## src/rtl/id_ex_hazard_reg_if.sv

```systemverilog
// Port bundle for the ID/EX register: decode-side fields, flush/hold controls and the
// registered EX-side copies that feed execute and the forwarding controller.
interface id_ex_hazard_reg_if #(
   parameter int XLEN  = 32,
   parameter int CNT_W = 16
);
   // id_valid_ip qualifies every id_* field. While if_id_stall_op is high the front end
   // must re-present the same instruction next cycle. ex_hold_ip freezes the EX copy.
   logic             id_valid_ip;
   logic [6:0]       id_instr_opcode_ip;
   logic [4:0]       id_rs1_ip;
   logic [4:0]       id_rs2_ip;
   logic [4:0]       id_rd_ip;
   logic [2:0]       id_wb_mux_ip;
   logic             id_mem_read_ip;
   logic [XLEN-1:0]  id_rs1_data_ip;
   logic [XLEN-1:0]  id_rs2_data_ip;
   logic [XLEN-1:0]  id_imm_ip;
   logic [XLEN-1:0]  id_pc_ip;
   logic             branch_flush_ip;
   logic             ex_hold_ip;
   logic             ex_valid_op;
   logic [6:0]       ex_instr_opcode_op;
   logic [4:0]       ex_rs1_op;
   logic [4:0]       ex_rs2_op;
   logic [4:0]       ex_rd_op;
   logic [2:0]       ex_wb_mux_op;
   logic             ex_mem_read_op;
   logic [XLEN-1:0]  ex_rs1_data_op;
   logic [XLEN-1:0]  ex_rs2_data_op;
   logic [XLEN-1:0]  ex_imm_op;
   logic [XLEN-1:0]  ex_pc_op;
   logic             if_id_stall_op;
   logic [CNT_W-1:0] load_use_cnt_op;

   modport master (
      output id_valid_ip, id_instr_opcode_ip, id_rs1_ip, id_rs2_ip, id_rd_ip, id_wb_mux_ip,
             id_mem_read_ip, id_rs1_data_ip, id_rs2_data_ip, id_imm_ip, id_pc_ip,
             branch_flush_ip, ex_hold_ip,
      input  ex_valid_op, ex_instr_opcode_op, ex_rs1_op, ex_rs2_op, ex_rd_op, ex_wb_mux_op,
             ex_mem_read_op, ex_rs1_data_op, ex_rs2_data_op, ex_imm_op, ex_pc_op,
             if_id_stall_op, load_use_cnt_op
   );

   modport slave (
      input  id_valid_ip, id_instr_opcode_ip, id_rs1_ip, id_rs2_ip, id_rd_ip, id_wb_mux_ip,
             id_mem_read_ip, id_rs1_data_ip, id_rs2_data_ip, id_imm_ip, id_pc_ip,
             branch_flush_ip, ex_hold_ip,
      output ex_valid_op, ex_instr_opcode_op, ex_rs1_op, ex_rs2_op, ex_rd_op, ex_wb_mux_op,
             ex_mem_read_op, ex_rs1_data_op, ex_rs2_data_op, ex_imm_op, ex_pc_op,
             if_id_stall_op, load_use_cnt_op
   );
endinterface

```

## src/rtl/id_ex_hazard_reg.sv

```systemverilog
// ID/EX pipeline register with built-in load-use detection: inserts one bubble and stalls
// the front end when a load result is needed by the very next instruction.
module id_ex_hazard_reg #(
   parameter int XLEN  = 32,
   parameter int CNT_W = 16
) (
   input logic               clk,
   input logic               reset,
   id_ex_hazard_reg_if.slave bus
);
   localparam logic [6:0] OPCODE_LOAD   = 7'h03;
   localparam logic [6:0] OPCODE_OPIMM  = 7'h13;
   localparam logic [6:0] OPCODE_STORE  = 7'h23;
   localparam logic [6:0] OPCODE_OP     = 7'h33;
   localparam logic [6:0] OPCODE_BRANCH = 7'h63;
   localparam logic [6:0] OPCODE_JALR   = 7'h67;
   localparam logic [2:0] NO_WRITEBACK  = 3'd0;

   logic             r_valid;
   logic [6:0]       r_opcode;
   logic [4:0]       r_rs1;
   logic [4:0]       r_rs2;
   logic [4:0]       r_rd;
   logic [2:0]       r_wb_mux;
   logic             r_mem_read;
   logic [XLEN-1:0]  r_rs1_data;
   logic [XLEN-1:0]  r_rs2_data;
   logic [XLEN-1:0]  r_imm;
   logic [XLEN-1:0]  r_pc;
   logic [CNT_W-1:0] r_cnt;

   logic w_rs1_used;
   logic w_rs2_used;
   logic w_load_use;
   logic w_load_bubble;
   logic w_capture;
   logic w_count;

   always_comb begin
      w_rs1_used = 1'b0;
      w_rs2_used = 1'b0;
      case (bus.id_instr_opcode_ip)
         OPCODE_OP, OPCODE_STORE, OPCODE_BRANCH: begin
            w_rs1_used = 1'b1;
            w_rs2_used = 1'b1;
         end
         OPCODE_OPIMM, OPCODE_LOAD, OPCODE_JALR: w_rs1_used = 1'b1;
         default: ;
      endcase
   end

   // Only real register fields count: an I-type immediate can alias the rs2 field.
   assign w_load_use = r_valid && r_mem_read && (r_rd != 5'd0) && bus.id_valid_ip &&
                       !bus.branch_flush_ip &&
                       ((w_rs1_used && (bus.id_rs1_ip == r_rd)) ||
                        (w_rs2_used && (bus.id_rs2_ip == r_rd)));

   assign w_load_bubble = bus.branch_flush_ip |
                          (~bus.ex_hold_ip & (w_load_use | ~bus.id_valid_ip));
   assign w_capture     = ~bus.branch_flush_ip & ~bus.ex_hold_ip & ~w_load_use & bus.id_valid_ip;
   assign w_count       = ~bus.ex_hold_ip & w_load_use & (r_cnt != '1);

   always_ff @(posedge clk or posedge reset) begin
      if (reset) begin
         r_valid    <= 1'b0;
         r_opcode   <= 7'h00;
         r_rs1      <= 5'd0;
         r_rs2      <= 5'd0;
         r_rd       <= 5'd0;
         r_wb_mux   <= NO_WRITEBACK;
         r_mem_read <= 1'b0;
         r_rs1_data <= '0;
         r_rs2_data <= '0;
         r_imm      <= '0;
         r_pc       <= '0;
         r_cnt      <= '0;
      end else begin
         if (w_load_bubble) begin
            r_valid    <= 1'b0;
            r_opcode   <= 7'h00;
            r_rs1      <= 5'd0;
            r_rs2      <= 5'd0;
            r_rd       <= 5'd0;
            r_wb_mux   <= NO_WRITEBACK;
            r_mem_read <= 1'b0;
            r_rs1_data <= '0;
            r_rs2_data <= '0;
            r_imm      <= '0;
            r_pc       <= '0;
         end else if (w_capture) begin
            r_valid    <= 1'b1;
            r_opcode   <= bus.id_instr_opcode_ip;
            r_rs1      <= bus.id_rs1_ip;
            r_rs2      <= bus.id_rs2_ip;
            r_rd       <= bus.id_rd_ip;
            r_wb_mux   <= bus.id_wb_mux_ip;
            r_mem_read <= bus.id_mem_read_ip;
            r_rs1_data <= bus.id_rs1_data_ip;
            r_rs2_data <= bus.id_rs2_data_ip;
            r_imm      <= bus.id_imm_ip;
            r_pc       <= bus.id_pc_ip;
         end
         if (w_count) r_cnt <= r_cnt + CNT_W'(1);
      end
   end

   assign bus.ex_valid_op        = r_valid;
   assign bus.ex_instr_opcode_op = r_opcode;
   assign bus.ex_rs1_op          = r_rs1;
   assign bus.ex_rs2_op          = r_rs2;
   assign bus.ex_rd_op           = r_rd;
   assign bus.ex_wb_mux_op       = r_wb_mux;
   assign bus.ex_mem_read_op     = r_mem_read;
   assign bus.ex_rs1_data_op     = r_rs1_data;
   assign bus.ex_rs2_data_op     = r_rs2_data;
   assign bus.ex_imm_op          = r_imm;
   assign bus.ex_pc_op           = r_pc;
   assign bus.if_id_stall_op     = bus.ex_hold_ip | w_load_use;
   assign bus.load_use_cnt_op    = r_cnt;
endmodule

```

## src/flat_wrapper.sv

```systemverilog
// flat-port wrapper written by rule: the top's interface ports become plain ports
module id_ex_hazard_reg_flat 
#(
   parameter int XLEN  = 32,
   parameter int CNT_W = 16
)
  (clk, reset, bus_id_valid_ip, bus_id_instr_opcode_ip, bus_id_rs1_ip, bus_id_rs2_ip, bus_id_rd_ip, bus_id_wb_mux_ip, bus_id_mem_read_ip, bus_id_rs1_data_ip, bus_id_rs2_data_ip, bus_id_imm_ip, bus_id_pc_ip, bus_branch_flush_ip, bus_ex_hold_ip, bus_ex_valid_op, bus_ex_instr_opcode_op, bus_ex_rs1_op, bus_ex_rs2_op, bus_ex_rd_op, bus_ex_wb_mux_op, bus_ex_mem_read_op, bus_ex_rs1_data_op, bus_ex_rs2_data_op, bus_ex_imm_op, bus_ex_pc_op, bus_if_id_stall_op, bus_load_use_cnt_op);
  id_ex_hazard_reg_if #(.XLEN(XLEN), .CNT_W(CNT_W)) bus_i ();
  input logic clk;
  input logic reset;
  input wire logic [$bits(bus_i.id_valid_ip)-1:0] bus_id_valid_ip;
  input wire logic [$bits(bus_i.id_instr_opcode_ip)-1:0] bus_id_instr_opcode_ip;
  input wire logic [$bits(bus_i.id_rs1_ip)-1:0] bus_id_rs1_ip;
  input wire logic [$bits(bus_i.id_rs2_ip)-1:0] bus_id_rs2_ip;
  input wire logic [$bits(bus_i.id_rd_ip)-1:0] bus_id_rd_ip;
  input wire logic [$bits(bus_i.id_wb_mux_ip)-1:0] bus_id_wb_mux_ip;
  input wire logic [$bits(bus_i.id_mem_read_ip)-1:0] bus_id_mem_read_ip;
  input wire logic [$bits(bus_i.id_rs1_data_ip)-1:0] bus_id_rs1_data_ip;
  input wire logic [$bits(bus_i.id_rs2_data_ip)-1:0] bus_id_rs2_data_ip;
  input wire logic [$bits(bus_i.id_imm_ip)-1:0] bus_id_imm_ip;
  input wire logic [$bits(bus_i.id_pc_ip)-1:0] bus_id_pc_ip;
  input wire logic [$bits(bus_i.branch_flush_ip)-1:0] bus_branch_flush_ip;
  input wire logic [$bits(bus_i.ex_hold_ip)-1:0] bus_ex_hold_ip;
  output wire logic [$bits(bus_i.ex_valid_op)-1:0] bus_ex_valid_op;
  output wire logic [$bits(bus_i.ex_instr_opcode_op)-1:0] bus_ex_instr_opcode_op;
  output wire logic [$bits(bus_i.ex_rs1_op)-1:0] bus_ex_rs1_op;
  output wire logic [$bits(bus_i.ex_rs2_op)-1:0] bus_ex_rs2_op;
  output wire logic [$bits(bus_i.ex_rd_op)-1:0] bus_ex_rd_op;
  output wire logic [$bits(bus_i.ex_wb_mux_op)-1:0] bus_ex_wb_mux_op;
  output wire logic [$bits(bus_i.ex_mem_read_op)-1:0] bus_ex_mem_read_op;
  output wire logic [$bits(bus_i.ex_rs1_data_op)-1:0] bus_ex_rs1_data_op;
  output wire logic [$bits(bus_i.ex_rs2_data_op)-1:0] bus_ex_rs2_data_op;
  output wire logic [$bits(bus_i.ex_imm_op)-1:0] bus_ex_imm_op;
  output wire logic [$bits(bus_i.ex_pc_op)-1:0] bus_ex_pc_op;
  output wire logic [$bits(bus_i.if_id_stall_op)-1:0] bus_if_id_stall_op;
  output wire logic [$bits(bus_i.load_use_cnt_op)-1:0] bus_load_use_cnt_op;
  assign bus_i.id_valid_ip = bus_id_valid_ip;
  assign bus_i.id_instr_opcode_ip = bus_id_instr_opcode_ip;
  assign bus_i.id_rs1_ip = bus_id_rs1_ip;
  assign bus_i.id_rs2_ip = bus_id_rs2_ip;
  assign bus_i.id_rd_ip = bus_id_rd_ip;
  assign bus_i.id_wb_mux_ip = bus_id_wb_mux_ip;
  assign bus_i.id_mem_read_ip = bus_id_mem_read_ip;
  assign bus_i.id_rs1_data_ip = bus_id_rs1_data_ip;
  assign bus_i.id_rs2_data_ip = bus_id_rs2_data_ip;
  assign bus_i.id_imm_ip = bus_id_imm_ip;
  assign bus_i.id_pc_ip = bus_id_pc_ip;
  assign bus_i.branch_flush_ip = bus_branch_flush_ip;
  assign bus_i.ex_hold_ip = bus_ex_hold_ip;
  assign bus_ex_valid_op = bus_i.ex_valid_op;
  assign bus_ex_instr_opcode_op = bus_i.ex_instr_opcode_op;
  assign bus_ex_rs1_op = bus_i.ex_rs1_op;
  assign bus_ex_rs2_op = bus_i.ex_rs2_op;
  assign bus_ex_rd_op = bus_i.ex_rd_op;
  assign bus_ex_wb_mux_op = bus_i.ex_wb_mux_op;
  assign bus_ex_mem_read_op = bus_i.ex_mem_read_op;
  assign bus_ex_rs1_data_op = bus_i.ex_rs1_data_op;
  assign bus_ex_rs2_data_op = bus_i.ex_rs2_data_op;
  assign bus_ex_imm_op = bus_i.ex_imm_op;
  assign bus_ex_pc_op = bus_i.ex_pc_op;
  assign bus_if_id_stall_op = bus_i.if_id_stall_op;
  assign bus_load_use_cnt_op = bus_i.load_use_cnt_op;
  id_ex_hazard_reg #(.XLEN(XLEN), .CNT_W(CNT_W)) u_core (.clk(clk), .reset(reset), .bus(bus_i));
endmodule
```

## config.mk

```make
export PLATFORM = sky130hd
export DESIGN_NAME = id_ex_hazard_reg_flat
export DESIGN_NICKNAME = d
export VERILOG_FILES = /design/src/rtl/id_ex_hazard_reg_if.sv /design/src/rtl/id_ex_hazard_reg.sv /design/src/flat_wrapper.sv
export SDC_FILE = /design/constraint.sdc
export NUM_CORES = 1
export LEC_CHECK = 0
export BUFFER_PORTS_ARGS = -buffer_cell sky130_fd_sc_hd__buf_2
export CAP_MARGIN = 40
export CORE_AREA = 2 2 130 132
export CTS_BUF_LIST = sky130_fd_sc_hd__clkbuf_8
export CTS_CLUSTER_SIZE = 10
export DETAILED_ROUTE_END_ITERATION = 12
export DIE_AREA = 0 0 132 134
export MAX_ROUTING_LAYER = met4
export PLACE_DENSITY = 0.77
export SLEW_MARGIN = 20
export SYNTH_ARGS = -nofsm -noshare
export SYNTH_HDL_FRONTEND = slang
export SYNTH_SLANG_ARGS = --single-unit
```

## constraint.sdc

```tcl
create_clock -name clk -period 13.6 [get_ports clk]
set_input_delay 0.68 -clock clk [delete_from_list [all_inputs] [get_ports clk]]
set_output_delay 0.68 -clock clk [all_outputs]
set_load 0.005 [all_outputs]
```

**Word-level counts from Yosys, hierarchy flattened**

Index checks and enable logic that the tools add are counted.

- Flip-flop bits (word level): 171
- Latch bits: 0
- RAM bits: 0
- ROM bits: 0
- Input port bits: 159
- Output and inout port bits: 172
- Word-level logic and storage cells: 72
- Memories kept: 0

- $add $sub $neg: 1
- Multiply operators: 0
- Div/mod/pow operators: 0
- Magnitude comparators: 0
- Equality and inequality tests: 9
- Shift operators: 0
- Mux-type cells: 24
- Bitwise operators: 13
- Reduce and logical (&&, ||, !) cells: 13

Operators with widths:

| operator | number |
|---|---|
| 2-to-1 mux 32 bit | 8 |
| 2-to-1 mux 5 bit | 6 |
| adder 16 x 1 -> 16 bit, second input constant | 1 |
| inequality test 16 bit, second input constant | 1 |
| == test 7 x 6 -> 1 bit, second input constant | 2 |
| == test 7 bit, second input constant | 2 |
| 2-to-1 mux 7 bit | 2 |
| == test 5 bit | 2 |
| == test 7 x 2 -> 1 bit, second input constant | 1 |
| == test 7 x 5 -> 1 bit, second input constant | 1 |
| logical AND 1 bit | 7 |
| AND 1 bit | 6 |
| 2-to-1 mux 1 bit | 6 |
| 2-to-1 mux 3 bit | 2 |
| OR reduction 6 bit | 1 |
| nonzero test 5 bit | 1 |
| NOT 1 bit | 4 |
| OR 1 bit | 3 |
| OR reduction 3 bit | 1 |
| nonzero test 2 bit | 1 |
| logical NOT 1 bit | 1 |
| logical OR 1 bit | 1 |

**Logic depth before layout (Yosys ltp)**

- Word-level depth: 11
- Gate-level depth with buffers: 8

**Worst setup path before layout**

No wires, ideal clock.

- Path type: input to output
- From: input bus_id_rs1_ip[0]
- To: output bus_if_id_stall_op
- Arrival time: 1881 ps
- Path slack: 11039 ps
- Stages: 6
- Cells stage by stage: xor2_1 > a2111oi_1 > nand4_1 > a21oi_4 > buf_2 > or2_2

- Cells in the longest elaborated chain, start to end: 5

RTL lines:

| element | line | text |
|---|---|---|
| from (decl) | flat_wrapper.sv:13 | `input wire logic [$bits(bus_i.id_rs1_ip)-1:0] bus_id_rs1_ip;` |
| == test 5 bit | id_ex_hazard_reg.sv:55 | `((w_rs1_used && (bus.id_rs1_ip == r_rd)) \|\|` |
| logical AND 1 bit | id_ex_hazard_reg.sv:55 |  |
| logical OR 1 bit | id_ex_hazard_reg.sv:55 |  |
| logical AND 1 bit | id_ex_hazard_reg.sv:54 | `!bus.branch_flush_ip &&` |
| OR 1 bit | id_ex_hazard_reg.sv:118 | `assign bus.if_id_stall_op = bus.ex_hold_ip \| w_load_use;` |
| to (decl) | flat_wrapper.sv:35 | `output wire logic [$bits(bus_i.if_id_stall_op)-1:0] bus_if_id_stall_op;` |

Every way passes these cells.

**Final worst setup path**

- From: register u_core.r_rd[0] (netlist: u_core.bus.ex_rd_op[0])
- To: output bus_if_id_stall_op

- Cells in the longest elaborated chain, start to end: 6

RTL lines:

| element | line | text |
|---|---|---|
| from (decl) | id_ex_hazard_reg.sv:23 | `logic [4:0] r_rd;` |
| from (signal assigned) | id_ex_hazard_reg.sv:95 | `r_rd <= bus.id_rd_ip;` |
| nonzero test 5 bit | id_ex_hazard_reg.sv:53 | `assign w_load_use = r_valid && r_mem_read && (r_rd != 5'd0) && bus.id_valid_ip &&` |
| logical AND 1 bit (3 in series) | id_ex_hazard_reg.sv:53 |  |
| logical AND 1 bit * | id_ex_hazard_reg.sv:54 |  |
| OR 1 bit * | id_ex_hazard_reg.sv:118 |  |

Every way passes the cells marked *; elsewhere a longest branch is shown, timed or not.

==> impl_metrics.yaml <==
synth:
  synthCells: 446
  avgSynthCellArea_um2: 14.48
  yosysSeqAreaShare: 0.6625
  syn-cell-area_um2: 6459
  yosysUniqueCellTypes: 30
  synth_edf_count: 0
  synth_nets: 606
  synth_top_area_share: 0.6625
  synth.largest_area_cell: "dfrtp_1"
  ys_warn_count: 0
  ys.flop_type: "dfrtp_1"
  ys_async_sr_fraction: 1.000
  synth-seq-cells: 171
  synth_area_leaders: "dfrtp_1, a22o_1, buf_6, xnor2_1, xor2_1"
floorplanning:
  fp.dieW_um: 132
  dieHeight_um: 134
  rows: 47
  boundaryPins: 331
  core_area_um2: 16290
  initial_core_util: 0.3965
  die_area_um2: 17690
sta:
  period_share: 0.2632
  finalSetupTns_ns: 0
  clock.fmax_ghz: 0.2793
  slew_headroom: 0.3942
  setup_viol: 0
  layout_setup_ws_ns: 10.02
  rsz0062_at_grt: "false"
  tightest_slew_ns: 0.8859
  fin_crit_ns: 3.580
  finClkSkew_ns: 0.01996
  timing_hold_violations_final: 0
  slew_violations: 0
hold_path:
  hp-class: "input pin to async pin"
clocking:
  cts.hold.buffers_added: 0
  cts_buffers: 17
  htree_levels: 4
  cts-root-buf: "clkbuf_8"
  cts_sinks: 171
  postCtsResizedCells: 0
  clockBufferDepth: 2
  cts_tree: "done"
  path_clk_slew_ns: 0.09
  post_cts_buffers: 0
  clk_latency_ns: 0.44
power:
  p_leak_nw: 4.929
  power_mw: 0.9671
  power_density_nw_per_um2: 111.6
  vdd_drop_max_mv: 0.05447
layout:
  area_delta_synth_final_pct: 34.21
  drive_gt1_frac: 0.4789
  final_cell_mix: "buf_2, dfrtp_1, a22o_1"
  nets: 929
  layout_commonest_cell: "buf_2"
  final_util: 0.5321
  antennaDiodeCount: 0
  n_fill_cell: 1413
setup_path:
  cp-end-kind: "primary output"
  critical_path_arrival_ns: 2.90
  crit_cells: 6
  reg2reg_depth: 8
  max_stage_delay_ns: 0.80
  crit_slowest_cell: "a2111oi_0"
  cp_max_fo: 17
  r2r_start: "u_core.bus.ex_rd_op[0]"
  rrSetupSlack_ns: 10.51
  crit_family: "compound AO/OA/AOI/OAI gates"
  cp-start-kind: "flip-flop"
  path_buf_inv: 1
  path_cells: "xor2_1 > a2111oi_0 > nand2_1 > a21oi_4 > or2_2 > buf_2"
  required_ns: 12.92
  path_class: "flip-flop to primary output"
  reg2reg_to: "u_core.bus.ex_pc_op[4]"
routing:
  finalWirelength_um: 17700
  via_per_inst: 5.062
  drc: 0
  dr.first_iter.drc_count: 284
  vias: 5067
  dr.pass1.iters: 4
  ant_nets: 0
  routedWlPerCell_um: 17.68
global_route:
  grt_pass1_wl_um: 27210
  antenna_found_initial: 0
  grt_pass1_vias: 4876
  grt.overflow.total: 0
  track_usage: 0.2038
  grt_max_degree: 93
place:
  pre_cts_slack_ns: 10.33
  port_buffers: 330
  dp_hpwl_um: 12510
  place_congestion: 0.8122
status:
  run_status: "completed"
job:
  cap_viol_max_count: 0
-- registers in the layout, indices dropped and copies added, names as in the netlist --
name and count:
u_core.bus.ex_rs1_op 5, u_core.bus.ex_pc_op 32, u_core.bus.ex_rs2_data_op 32, u_core.bus.ex_valid_op 1
u_core.bus.ex_mem_read_op 1, u_core.bus.ex_rs2_op 5, u_core.bus.ex_rs1_data_op 32, u_core.bus.ex_rd_op 5
u_core.bus.ex_imm_op 32, u_core.bus.ex_wb_mux_op 3, u_core.bus.ex_instr_opcode_op 7, u_core.bus.load_use_cnt_op 16
-- cell type report --
class	count	area [um2]	area share
flip-flops and latches	171	4279	0.4936
clock buffers	18	247.7	0.02858
multi-input cells	231	1902	0.2194
clock inverters	13	117.6	0.01357
repair buffers	340	1812	0.2090
well taps	220	275.3	0.03176
inverters	8	35.03	0.004042
-- synth_stat cells (2+ instances only) --
master and instances:
buf_2 2, inv_1 8, nor2_1 2, dfrtp_1 171
clkbuf_1 17, nor4_1 3, buf_6 16, xor2_1 11
nand3_1 9, and3_1 7, nand2_1 7, nand4_1 6
a22o_1 154, xnor2_1 14, nor3_1 4
-- how the worst max path moves through the flow --
stage | start | end | slack (ns)
2_1_floorplan | reset | u_core.bus.ex_imm_op[0] | 8.29
3_3_place_gp | bus_id_rs2_ip[0] | bus_if_id_stall_op | 10.31
3_5_place_dp | bus_id_rs2_ip[0] | bus_if_id_stall_op | 10.33
4_1_cts | u_core.bus.ex_rd_op[0] | bus_if_id_stall_op | 10.04
5_1_grt | u_core.bus.ex_rd_op[0] | bus_if_id_stall_op | 9.96
6_report | u_core.bus.ex_rd_op[0] | bus_if_id_stall_op | 10.02
-- power breakdown --
part / total [mW] / internal [mW] / switching (mW)
sequential: 0.536 / 0.525 / 0.0105
combinational: 0.0944 / 0.0459 / 0.0485
clock: 0.337 / 0.150 / 0.187
total: 0.967 / 0.721 / 0.246
-- metal layers --
layer	up-vias	wire length [um]	GRT usage
met5	-	0	-
met3	11	1182	0.04497
met1	2471	7465	0.2649
li1	2343	-	-
met4	0	186	0.05857
met2	242	8865	0.3241
-- worst register-to-register path, cell delays in order (launching register included) --
cell	delay, ns
dfrtp_1	0.50
xor2_1	0.20
a2111oi_0	0.80
nand2_1	0.21
a21oi_4	0.47
nor3_4	0.06
buf_4	0.22
buf_16	0.22
a22o_1	0.29
-- per-stage QoR --
step	instance area, um2	hold WS (ns)	cells
6_report	8668	0.1330	1001
4_1_cts	8641	0.4026	1000
3_3_place_gp	8180	0.4759	965
5_1_grt	8668	0.1032	1001
2_1_floorplan	6459	0.4804	446
3_5_place_dp	8275	0.4817	969
-- cells by family (layout without fill, tap and decap cells) --
kind of cell / after synthesis / after routing / synth area share
compound gates: 161 / 161 / 0.2183
fa+ha+maj: 1 / 1 / 0.001937
buf+inv: 44 / 379 / 0.04514
flops: 171 / 171 / 0.6625
simple gates: 43 / 43 / 0.03642
mux: 1 / 1 / 0.001743
xor+xnor: 25 / 25 / 0.03390
(Power assumes the default switching activity.)
